**config.mk**
```make
export PLATFORM = sky130hd
export DESIGN_NAME = lab3_rsd_p1_bist
export DESIGN_NICKNAME = d
export VERILOG_FILES = /design/src/rtl/lab3_rsd_pkg.sv /design/src/rtl/lab3_rsd_hold_timer.sv /design/src/rtl/lab3_rsd_p1_bist.sv
export SDC_FILE = /design/constraint.sdc
export NUM_CORES = 1
export LEC_CHECK = 0
export ABC_CLOCK_PERIOD_IN_PS = 1600
export BUFFER_PORTS_ARGS = -buffer_cell sky130_fd_sc_hd__buf_4
export CAP_MARGIN = 30
export CORE_MARGIN = 1
export CORE_UTILIZATION = 30
export CTS_CLUSTER_DIAMETER = 200
export DETAILED_ROUTE_END_ITERATION = 16
export PLACE_DENSITY = 0.46
export SYNTH_ARGS = -nofsm -noshare
export SYNTH_HDL_FRONTEND = slang
export SYNTH_SLANG_ARGS = --single-unit
```
**constraint.sdc**
```tcl
create_clock -name clk -period 1.6 [get_ports clk]
set_input_delay 0.24 -clock clk [delete_from_list [all_inputs] [get_ports clk]]
set_output_delay 0.24 -clock clk [all_outputs]
set_load 0.005 [all_outputs]
```
**src/rtl/lab3_rsd_pkg.sv**
```systemverilog
// Shared types, vector table and reference function for the lab3_rsd_p1 gate self-test.
package lab3_rsd_pkg;

  typedef enum logic [1:0] {
    IDLE  = 2'd0,
    APPLY = 2'd1,
    DONE  = 2'd2
  } state_t;

  localparam int unsigned NUM_VEC = 4;
  localparam int unsigned IDX_W   = 2;
  localparam int unsigned FCNT_W  = 3;
  localparam logic [FCNT_W-1:0] FCNT_MAX = 3'd7;

  // Gray-ordered {a,b} stimulus
  localparam logic [1:0] VEC_AB [NUM_VEC] = '{2'b00, 2'b01, 2'b11, 2'b10};

  function automatic logic exp_y(input logic a, input logic b);
    return ~a & b;
  endfunction

endpackage

```
**src/rtl/lab3_rsd_hold_timer.sv**
```systemverilog
// Per-vector hold down-counter; expire is high during the last hold cycle.
module lab3_rsd_hold_timer #(
  parameter int unsigned HOLD_CYCLES = 10
) (
  input  logic clk,
  input  logic rst_n,
  input  logic load,
  output logic expire
);

  localparam int unsigned CNT_W = $clog2(HOLD_CYCLES + 1);
  localparam logic [CNT_W-1:0] CNT_INIT = CNT_W'(HOLD_CYCLES - 1);

  logic [CNT_W-1:0] cnt;

  // Load starts a new hold window; expire is registered one cycle ahead of zero
  always_ff @(posedge clk or negedge rst_n) begin
    if (!rst_n) begin
      cnt    <= '0;
      expire <= 1'b0;
    end else if (load) begin
      cnt    <= CNT_INIT;
      expire <= (CNT_INIT == '0);
    end else if (cnt != '0) begin
      cnt    <= cnt - CNT_W'(1);
      expire <= (cnt == CNT_W'(1));
    end
  end

endmodule

```
**src/rtl/lab3_rsd_p1_bist.sv**
```systemverilog
// BIST sequencer for the Y = ~A & B gate: walks four Gray-ordered vectors and scores y.
// Optional continuous looping over the vector set is enabled with LAB3_BIST_LOOP_EN.
module lab3_rsd_p1_bist
  import lab3_rsd_pkg::*;
#(
  parameter int unsigned HOLD_CYCLES = 10
) (
  input  logic       clk,
  input  logic       rst_n,
  input  logic       start,
`ifdef LAB3_BIST_LOOP_EN
  input  logic       loop,
`endif
  input  logic       dut_y,
  output logic       dut_a,
  output logic       dut_b,
  output logic       busy,
  output logic       done,
  output logic       pass,
  output logic [2:0] fail_cnt,
  output logic [3:0] fail_vec
);

  state_t            state;
  logic [IDX_W-1:0]  idx;
  logic [IDX_W-1:0]  idx_nxt_c;
  logic [FCNT_W-1:0] fail_cnt_nxt_c;
  logic              expire;
  logic              load_c;
  logic              loop_c;
  logic              mism_c;
  logic              last_c;

`ifdef LAB3_BIST_LOOP_EN
  assign loop_c = loop;
`else
  assign loop_c = 1'b0;
`endif

  // Sample scoring and timer reload
  always_comb begin
    idx_nxt_c      = idx + IDX_W'(1);
    last_c         = (idx == IDX_W'(NUM_VEC - 1));
    mism_c         = (dut_y != exp_y(dut_a, dut_b));
    fail_cnt_nxt_c = fail_cnt;
    if (mism_c && (fail_cnt != FCNT_MAX)) begin
      fail_cnt_nxt_c = fail_cnt + FCNT_W'(1);
    end
    load_c = (state == APPLY) ? expire : start;
  end

  lab3_rsd_hold_timer #(
    .HOLD_CYCLES(HOLD_CYCLES)
  ) u_hold_timer (
    .clk   (clk),
    .rst_n (rst_n),
    .load  (load_c),
    .expire(expire)
  );

  always_ff @(posedge clk or negedge rst_n) begin
    if (!rst_n) begin
      state    <= IDLE;
      idx      <= '0;
      dut_a    <= 1'b0;
      dut_b    <= 1'b0;
      busy     <= 1'b0;
      done     <= 1'b0;
      pass     <= 1'b0;
      fail_cnt <= '0;
      fail_vec <= '0;
    end else begin
      case (state)
        IDLE, DONE: begin
          if (start) begin
            state          <= APPLY;
            idx            <= '0;
            {dut_a, dut_b} <= VEC_AB[0];
            busy           <= 1'b1;
            done           <= 1'b0;
            pass           <= 1'b0;
            fail_cnt       <= '0;
            fail_vec       <= '0;
          end
        end
        APPLY: begin
          if (expire) begin
            fail_cnt <= fail_cnt_nxt_c;
            if (mism_c) begin
              fail_vec[idx] <= 1'b1;
            end
            // Last vector ends the pass unless looping is requested
            if (last_c && !loop_c) begin
              state          <= DONE;
              idx            <= '0;
              {dut_a, dut_b} <= 2'b00;
              busy           <= 1'b0;
              done           <= 1'b1;
              pass           <= (fail_cnt_nxt_c == '0);
            end else begin
              idx            <= idx_nxt_c;
              {dut_a, dut_b} <= VEC_AB[idx_nxt_c];
            end
          end
        end
        default: state <= IDLE;
      endcase
    end
  end

endmodule

```
-- Yosys cells after proc, flatten, opt, wreduce, memory -nomap -nowiden
Cells that the tools add are included.
- add/sub/neg operators: 3
- muxes and demuxes: 43
- equality and inequality tests: 10
- bitwise gates (word level): 4
- reduce and logical (&&, ||, !) cells: 12
- order comparisons: 3
- operator list (cell ; number):
    2-to-1 mux 4 bit ; 5
    2-to-1 mux 1 bit ; 16
    2-to-1 mux 2 bit ; 8
    case mux 1 bit (2 select lines) ; 5
    2-to-1 mux 3 bit ; 3
    case mux 2 bit (2 select lines) ; 2
    case mux 4 bit (2 select lines) ; 1
    AND reduction 4 bit ; 2
    inequality test 2 bit (second input constant) ; 3
    case mux 3 bit (2 select lines) ; 1
    AND reduction 3 bit ; 2
    binary-select mux 2 bit (select 2 bit) ; 1
    == test 2 bit (second input constant) ; 2
    == test 4 x 1 -> 1 bit (second input constant) ; 1
    OR 4 bit ; 1
    nonzero test 2 bit ; 2
    nonzero test 4 bit ; 1
    subtractor 4 x 1 -> 4 bit (second input constant) ; 1
    adder 3 x 1 -> 3 bit (second input constant) ; 1
    >= comparator 3 bit (second input constant) ; 1
    zero test 3 bit ; 1
    < comparator 2 x 3 -> 1 bit (second input constant) ; 1
    inequality test 3 bit (second input constant) ; 1
    NOT 2 -> 3 bit ; 1
    other kinds (11) ; 12
- word-level logic and storage cells: 86
- bits of input ports: 4
- output and inout port bits: 12
- register bits after elaboration: 21

-- Depth between registers and ports, before layout
Gate-level depths: netlist of run 1.
- depth in word-level cells: 9
- depth in mapped cells: 6
- depth with buffers taken out: 6

-- Modules after synthesis
A second synthesis of run 1 with hierarchy kept.
- cell total of the unflattened synthesis: 97
- area, all modules: 1039.7 um^2
- by module, submodules not included (module ; instances ; seq. area each (um^2) ; area an instance (um^2) ; cells each):
    lab3_rsd_p1_bist ; 1 ; 375.4 ; 775.7 ; 73
    lab3_rsd_hold_timer ; 1 ; 125.1 ; 264.0 ; 24

-- Least setup slack after synthesis of run 1
OpenSTA, ideal clock, no wires.
- kind: flip-flop to flip-flop
- start: reg fail_cnt[0]
- end: reg pass
- arrival: 1.293 ns
- stages on the path, launching flop included: 7
- path slack: 0.181 ns
- library setup time: 0.126 ns
- path buffers: 0
- required time: 1.474 ns
- period minus slack after synthesis: 1.419 ns
- cell sequence: dfrtp_1 ha_1 ha_1 inv_1 nand3_1 nor4b_2 a311o_1
- cells in the longest elaborated chain, start to end: 7
- elaborated cells between the ends (all ways): 8
- those cells by class: 1 x add/sub; 1 x eq/ne; 4 x mux; 2 x reduce/logical
- RTL lines (what ; line ; RTL):
    start, declared ; lab3_rsd_p1_bist.sv:20 ; output logic [2:0] fail_cnt,
    start signal, assigned ; lab3_rsd_p1_bist.sv:88 ; fail_cnt <= fail_cnt_nxt_c;
    branches (longest 2 deep; another with adder 3 x 1 -> 3 bit) ; n/a ;
    2-to-1 mux 3 bit * ; lab3_rsd_p1_bist.sv:46 ; if (mism_c && (fail_cnt != FCNT_MAX)) begin
    zero test 3 bit * ; lab3_rsd_p1_bist.sv:99 ; pass <= (fail_cnt_nxt_c == '0);
    2-to-1 mux 1 bit * ; lab3_rsd_p1_bist.sv:93 ; if (last_c && !loop_c) begin
    2-to-1 mux 1 bit * ; lab3_rsd_p1_bist.sv:87 ; if (expire) begin
    case mux 1 bit (2 select lines) * ; lab3_rsd_p1_bist.sv:73 ; case (state)
    end signal, assigned ; lab3_rsd_p1_bist.sv:99 ;
    end, declared ; lab3_rsd_p1_bist.sv:19 ; output logic pass,
Every way passes the cells marked *. The select of a mux whose other input is x is not followed.
A chain may end at the register's enable or synchronous reset.

-- Final worst setup path of run 1
Ends and elaborated chain as after synthesis.

==> flow_summary.json, run 1 <==
{
  "maxCapViolCount": 0,
  "crit_arrival_ns": 1.76,
  "cts_sinks": 20,
  "met3_usage_pct": 4.41,
  "grt_pass1_vias": 761,
  "synth-edff-count": 0,
  "place_ws_ns": 0.113,
  "yosys_warnings": 0,
  "cts-root-buf": "clkbuf_4",
  "cts_buffer_depth": 2,
  "grt_pass1_wl_um": 3430,
  "die-area_um2": 3770,
  "slew_headroom_pct": 77.6,
  "combPwrFrac_pct": 43.0,
  "place_area_um2": 1230,
  "required_ns": 1.86,
  "fin_area_um2": 1320,
  "power.internal_mw": 1.45,
  "layout-drive-gt1-share_pct": 25.0,
  "cpPeakStageDelay_ns": 0.45,
  "netlist_top_cells_area": "dfrtp_1 (47%), ha_1 (9.5%), nor2_1 (3.9%)",
  "ys.flop_type": "dfrtp_1",
  "worst_pin_slew_ns": 0.337,
  "fin_nets": 137,
  "drcViolationCount": 0,
  "area_delta_synth_final_pct": 24.2,
  "drt_wl_total_um": 1990,
  "synth.avg_cell_area_um2": 10.3,
  "antenna_found_initial": 0,
  "die_height_um": 61.4,
  "max_freq_ghz": 0.665,
  "num_antenna_cells": 0,
  "vias": 814,
  "fin_setup_tns_ns": 0,
  "clock_latency_ns": 0.31,
  "cp-start-kind": "flop",
  "fp-row-count": 21,
  "ys_ff_latch": 20,
  "synth_nets": 115,
  "numCtsBuffers": 3,
  "drt-initial-drc-count": 50,
  "syn_inst": 103,
  "final_cell_mix": "dfrtp_1 (20), buf_4 (18), nor2_1 (11)",
  "first_pass_iters": 4,
  "start_util_pct": 31.5,
  "maxSlewViolCount": 0,
  "ir_drop_v": 0.000591,
  "layout_commonest_cell": "dfrtp_1",
  "grt_util_met2_pct": 21.0,
  "synthArstFlopShare_pct": 100,
  "fin_crit_ns": 1.50,
  "cts_tree": "built",
  "gr-usage-all-layers_pct": 12.6,
  "p_total_mw": 2.28,
  "coreArea_um2": 3360,
  "hold_class": "primary input to flop",
  "cp_slowest_cell": "dfrtp_1",
  "run_status": "finished clean",
  "syn-cell-area_um2": 1060,
  "ctsHtreeMaxLevel": 1,
  "path_class": "flop to flop",
  "grt_max_degree": 21,
  "place.gp.congestion": 0.698,
  "wl_per_cell_um": 11.7,
  "die_w_um": 61.4,
  "synth.distinct_cells": 33,
  "finalSetupViolCount": 0,
  "dp.cells": 164,
  "swShare_pct": 36.1,
  "dp_hpwl_um": 1460,
  "crit_path_end_kind": "flop",
  "fin_crit_sh_pct": 94.0,
  "grt_overflow": 0,
  "clock_skew_ns": 0.0134,
  "path_cells": "ha_2 > ha_1 > inv_2 > nand3_2 > nor4b_4 > a311o_1",
  "switchingPower_mw": 0.821,
  "fin_ws_ns": 0.0958,
  "pwr-share-clk_pct": 18.5,
  "p_per_area_nw_per_um2": 1730,
  "post-route-util_pct": 39.1,
  "critPathMaxFanout": 5,
  "final_cells": 170,
  "vias_per_cell": 4.79,
  "antenna_left": 0,
  "clk_pin_slew_ns": 0.13,
  "seq_area_frac_synth_pct": 47.3,
  "ioPinCount": 16,
  "whs_ns": 0.151,
  "met1_usage_pct": 16.0,
  "grt-busiest-layer": "met2",
  "synth_top_cell_by_area": "dfrtp_1",
  "numPortBuffers": 15,
  "synth_top_area_share_pct": 47.3,
  "leakage_nw": 0.672,
  "seqPwrFrac_pct": 38.4,
  "finalHoldViolations": 0
}
-- cell usage after synthesis, types with 2 or more instances --
cell,number
or3_1,2
a21oi_1,3
nand2_1,10
dfrtp_1,20
nand2b_1,4
a31oi_1,4
nor2_1,11
mux2i_1,4
o21ai_0,4
inv_1,10
ha_1,8
a211oi_1,2
-- power groups by stage --
stage | Clock (mW) | Sequential (mW) | Combinational [mW]
floorplan | 0 | 0.862 | 0.659
global placement | 0 | 0.886 | 0.942
detailed placement | 0 | 0.892 | 0.946
CTS | 0.435 | 0.879 | 0.954
global route | 0.460 | 0.913 | 1.12
finish | 0.422 | 0.875 | 0.979
-- worst max-delay path, delay by kind of cell (launching register included) --
kind                       cells  cell delay, ns
and+or+nand+nor                2            0.34
adders and majority gates      2            0.47
AOI/OAI and AO/OA              1            0.14
buffers and inverters          1            0.06
DFF                            1            0.45
-- worst paths after layout --
kind,from,to,slack [ns],depth (start not counted)
setup / recovery,fail_cnt[0]$_DFFE_PN0P_,pass$_DFFE_PN0P_,0.1,6
hold / removal,start,done$_DFFE_PN0P_,0.15,2
setup reg to reg,fail_cnt[0]$_DFFE_PN0P_,pass$_DFFE_PN0P_,0.1,6
hold reg to reg,u_hold_timer.cnt[2]$_DFFE_PN0P_,u_hold_timer.expire$_DFFE_PN0P_,0.51,1
max in group asynchronous,rst_n,u_hold_timer.cnt[0]$_DFFE_PN0P_,1.04,2
min in group asynchronous,rst_n,fail_vec[0]$_DFFE_PN0P_,0.34,2
-- metal layers --
metal	up-vias	wire [um]
li1	401	-
met1	401	904
met2	10	986
met3	2	80
met4	0	14
met5	-	0
-- area by class of cell --
| class | count | area [um2] |
|---|---|---|
| multi-input combinational | 71 | 522 |
| clock inverter | 1 | 30.0 |
| inverter | 10 | 37.5 |
| sequential | 20 | 500 |
| timing repair buffer | 19 | 145 |
| tap | 46 | 57.6 |
| clock buffer | 3 | 22.5 |
| fill | 358 | 2050 |
-- state kept, by name, summed over array words and instances (netlist names), 2 cells and up --
register / cells
fail_cnt: 3
fail_vec: 4
state: 2
u_hold_timer.cnt: 4
-- cell families after synthesis --
kind of cell / share of synthesized area (%)
buffers and inverters: 5.08
adder cells (fa/ha/maj): 9.46
flip-flops: 47.3
multiplexers: 3.78
AO/OA/AOI/OAI: 12.8
AND/OR/NAND/NOR: 18.4
XOR/XNOR: 3.19
-- repair_timing --
item                       4_1_cts  5_1_grt
hold buffers                     1        0
setup buffers                    0        1
resized for setup                0        5
hold endpoints to repair        20        0
setup endpoints to repair        0        2
No activity file was read; power rests on OpenSTA's default activity.
==> inputs of run 2 (changes only) <==
- ABC_CLOCK_PERIOD_IN_PS: 1600 -> 1200
- PLACE_DENSITY: 0.46 -> 0.48
- clock period: 1.6 -> 1.2 ns (I/O delays scaled with it)
==> run 2 against run 1 <==
Sequential power rose by 29%. The flow now finishes with violations (setup timing). Combinational power rose to 2.7 times the previous value. Largest power group unchanged. Via count increased by 15%. Global-route usage grew 2.1 points.
==> flow_summary.json, run 2 (synthesis results as in run 1) <==
{
  "clock_skew_ns": 0.0116,
  "place.gp.congestion": 0.744,
  "die-area_um2": 3770,
  "fin_crit_sh_pct": 114,
  "cts_sinks": 20,
  "r2r_cells": 6,
  "grt_pass1_wl_um": 3980,
  "final_cell_mix": "buf_4 (35), dfrtp_1 (20), buf_6 (12)",
  "grt_overflow": 0,
  "crit_arrival_ns": 1.62,
  "vias": 933,
  "cp_num_buf_inv": 1,
  "dp.cells": 184,
  "hold_start": "start",
  "leakage_nw": 0.830,
  "path_class": "flop to flop",
  "met1_usage_pct": 16.5,
  "finalHoldViolations": 0,
  "min_to": "done$_DFFE_PN0P_",
  "grt-busiest-layer": "met2",
  "layout-drive-gt1-share_pct": 54.9,
  "cpPeakStageDelay_ns": 0.41,
  "rsz0062_at_grt": "yes",
  "final_cells": 199,
  "die_w_um": 61.4,
  "hold_class": "primary input to flop",
  "timing.rr.start": "fail_cnt[0]$_DFFE_PN0P_",
  "run_status": "complete, but fails checks",
  "cts-root-buf": "clkbuf_4",
  "grt_max_degree": 21,
  "clk_pin_slew_ns": 0.11,
  "violations": "setup timing",
  "antenna_left": 0,
  "worst_pin_slew_ns": 0.262,
  "first_pass_iters": 4,
  "ioPinCount": 16,
  "cts_buffer_depth": 2,
  "hold_depth": 2,
  "grt_pass1_vias": 933,
  "maxCapViolCount": 0,
  "coreArea_um2": 3360,
  "gr-usage-all-layers_pct": 14.7,
  "reg2reg_slack_ns": -0.17,
  "ir_drop_v": 0.000910,
  "fin_ws_ns": -0.170,
  "grt_util_met2_pct": 27.0,
  "drt_wl_total_um": 2480,
  "numCtsBuffers": 3,
  "crit_path_end_kind": "flop",
  "ctsHtreeMaxLevel": 1,
  "area_delta_synth_final_pct": 62.9,
  "drt-initial-drc-count": 36,
  "finalSetupViolCount": 13,
  "met3_usage_pct": 2.52,
  "r2r_end": "pass$_DFFE_PN0P_",
  "fin_crit_ns": 1.37,
  "maxSlewViolCount": 0,
  "dp_hpwl_um": 1650,
  "layout_commonest_cell": "buf_4",
  "num_antenna_cells": 0,
  "fin_nets": 167,
  "p_per_area_nw_per_um2": 2350,
  "antenna_found_initial": 0,
  "drcViolationCount": 0,
  "p_total_mw": 4.05,
  "max_freq_ghz": 0.730,
  "fp-row-count": 21,
  "cp_slowest_cell": "dfrtp_1",
  "die_height_um": 61.4,
  "path_delay_family": "flip-flops",
  "start_util_pct": 31.5,
  "numPortBuffers": 15,
  "required_ns": 1.45,
  "critPathMaxFanout": 2,
  "place_ws_ns": -0.247,
  "path_cells": "ha_2 > ha_4 > inv_2 > nand3_2 > nor4b_2 > a311o_1",
  "slew_headroom_pct": 82.5,
  "cp-start-kind": "flop",
  "wl_per_cell_um": 12.5,
  "reg_top3": "fail_vec x4, u_hold_timer.cnt x4, fail_cnt x3",
  "clock_latency_ns": 0.30,
  "vias_per_cell": 4.69,
  "cts_tree": "built"
}
run 2: how the worst max path moves through the flow:
stage                                       start                      end  slack [ns]  cells after the start
after floorplan           fail_cnt[0]$_DFFE_PN0P_         pass$_DFFE_PN0P_       -0.19                      6
final                     fail_cnt[0]$_DFFE_PN0P_         pass$_DFFE_PN0P_       -0.17                      6
after CTS                 fail_cnt[1]$_DFFE_PN0P_         pass$_DFFE_PN0P_       -0.20                      6
after global placement          dut_a$_DFFE_PN0P_  fail_cnt[1]$_DFFE_PN0P_       -0.22                      4
after detailed placement        dut_a$_DFFE_PN0P_  fail_cnt[2]$_DFFE_PN0P_       -0.25                      4
after global routing      fail_cnt[0]$_DFFE_PN0P_         pass$_DFFE_PN0P_       -0.28                      6
run 2: metrics by stage:
step | util [%] | area (um2) | setup TNS (ns) | hold slack (ns)
6_report | 51.3 | 1720 | -1.06 | 0.131
4_1_cts | 45.3 | 1520 | -1.22 | 0.121
5_1_grt | 51.3 | 1720 | -2.00 | 0.156
2_1_floorplan | - | 1070 | -0.864 | -0.116
3_5_place_dp | 41.3 | 1390 | -1.45 | 0.0773
3_3_place_gp | 41.3 | 1390 | -1.27 | 0.0755
run 2: timing repair:
item,4_1_cts,5_1_grt
endpoints found under the hold margin,20,0
pin swaps,7,6
setup endpoints to repair,14,24
setup buffers,6,7
hold buffers,1,0
resized for setup,11,31
cloned,0,0
run 2: layout make-up:
type / count / area, um2
clock buffers: 3 / 22.5
fillers: 308 / 1640
inverters: 10 / 40.0
multi-input cells: 71 / 676
flip-flops and latches: 20 / 500
well taps: 46 / 57.6
repair buffers: 49 / 428
run 2: worst register-to-register path, delay by kind of cell, from the launching register on:
| family | cells | cell delay [ns] |
|---|---|---|
| flops | 1 | 0.41 |
| fa+ha+maj | 2 | 0.40 |
| simple gates | 2 | 0.32 |
| compound gates | 1 | 0.14 |
| buf+inv | 1 | 0.05 |
run 2: power breakdown:
| part | internal [mW] | switching, mW | total [mW] |
|---|---|---|---|
| Combinational | 1.54 | 1.07 | 2.60 |
| Sequential | 0.922 | 0.209 | 1.13 |
| Clock | 0.117 | 0.203 | 0.320 |
| Total | 2.58 | 1.48 | 4.05 |
run 2: layer usage:
layer	share of wire, %	vias up	wire [um]
met4	1.4	0	35
li1	-	453	-
met2	53	22	1330
met5	0	-	0
met3	2.8	6	70
met1	42	452	1050
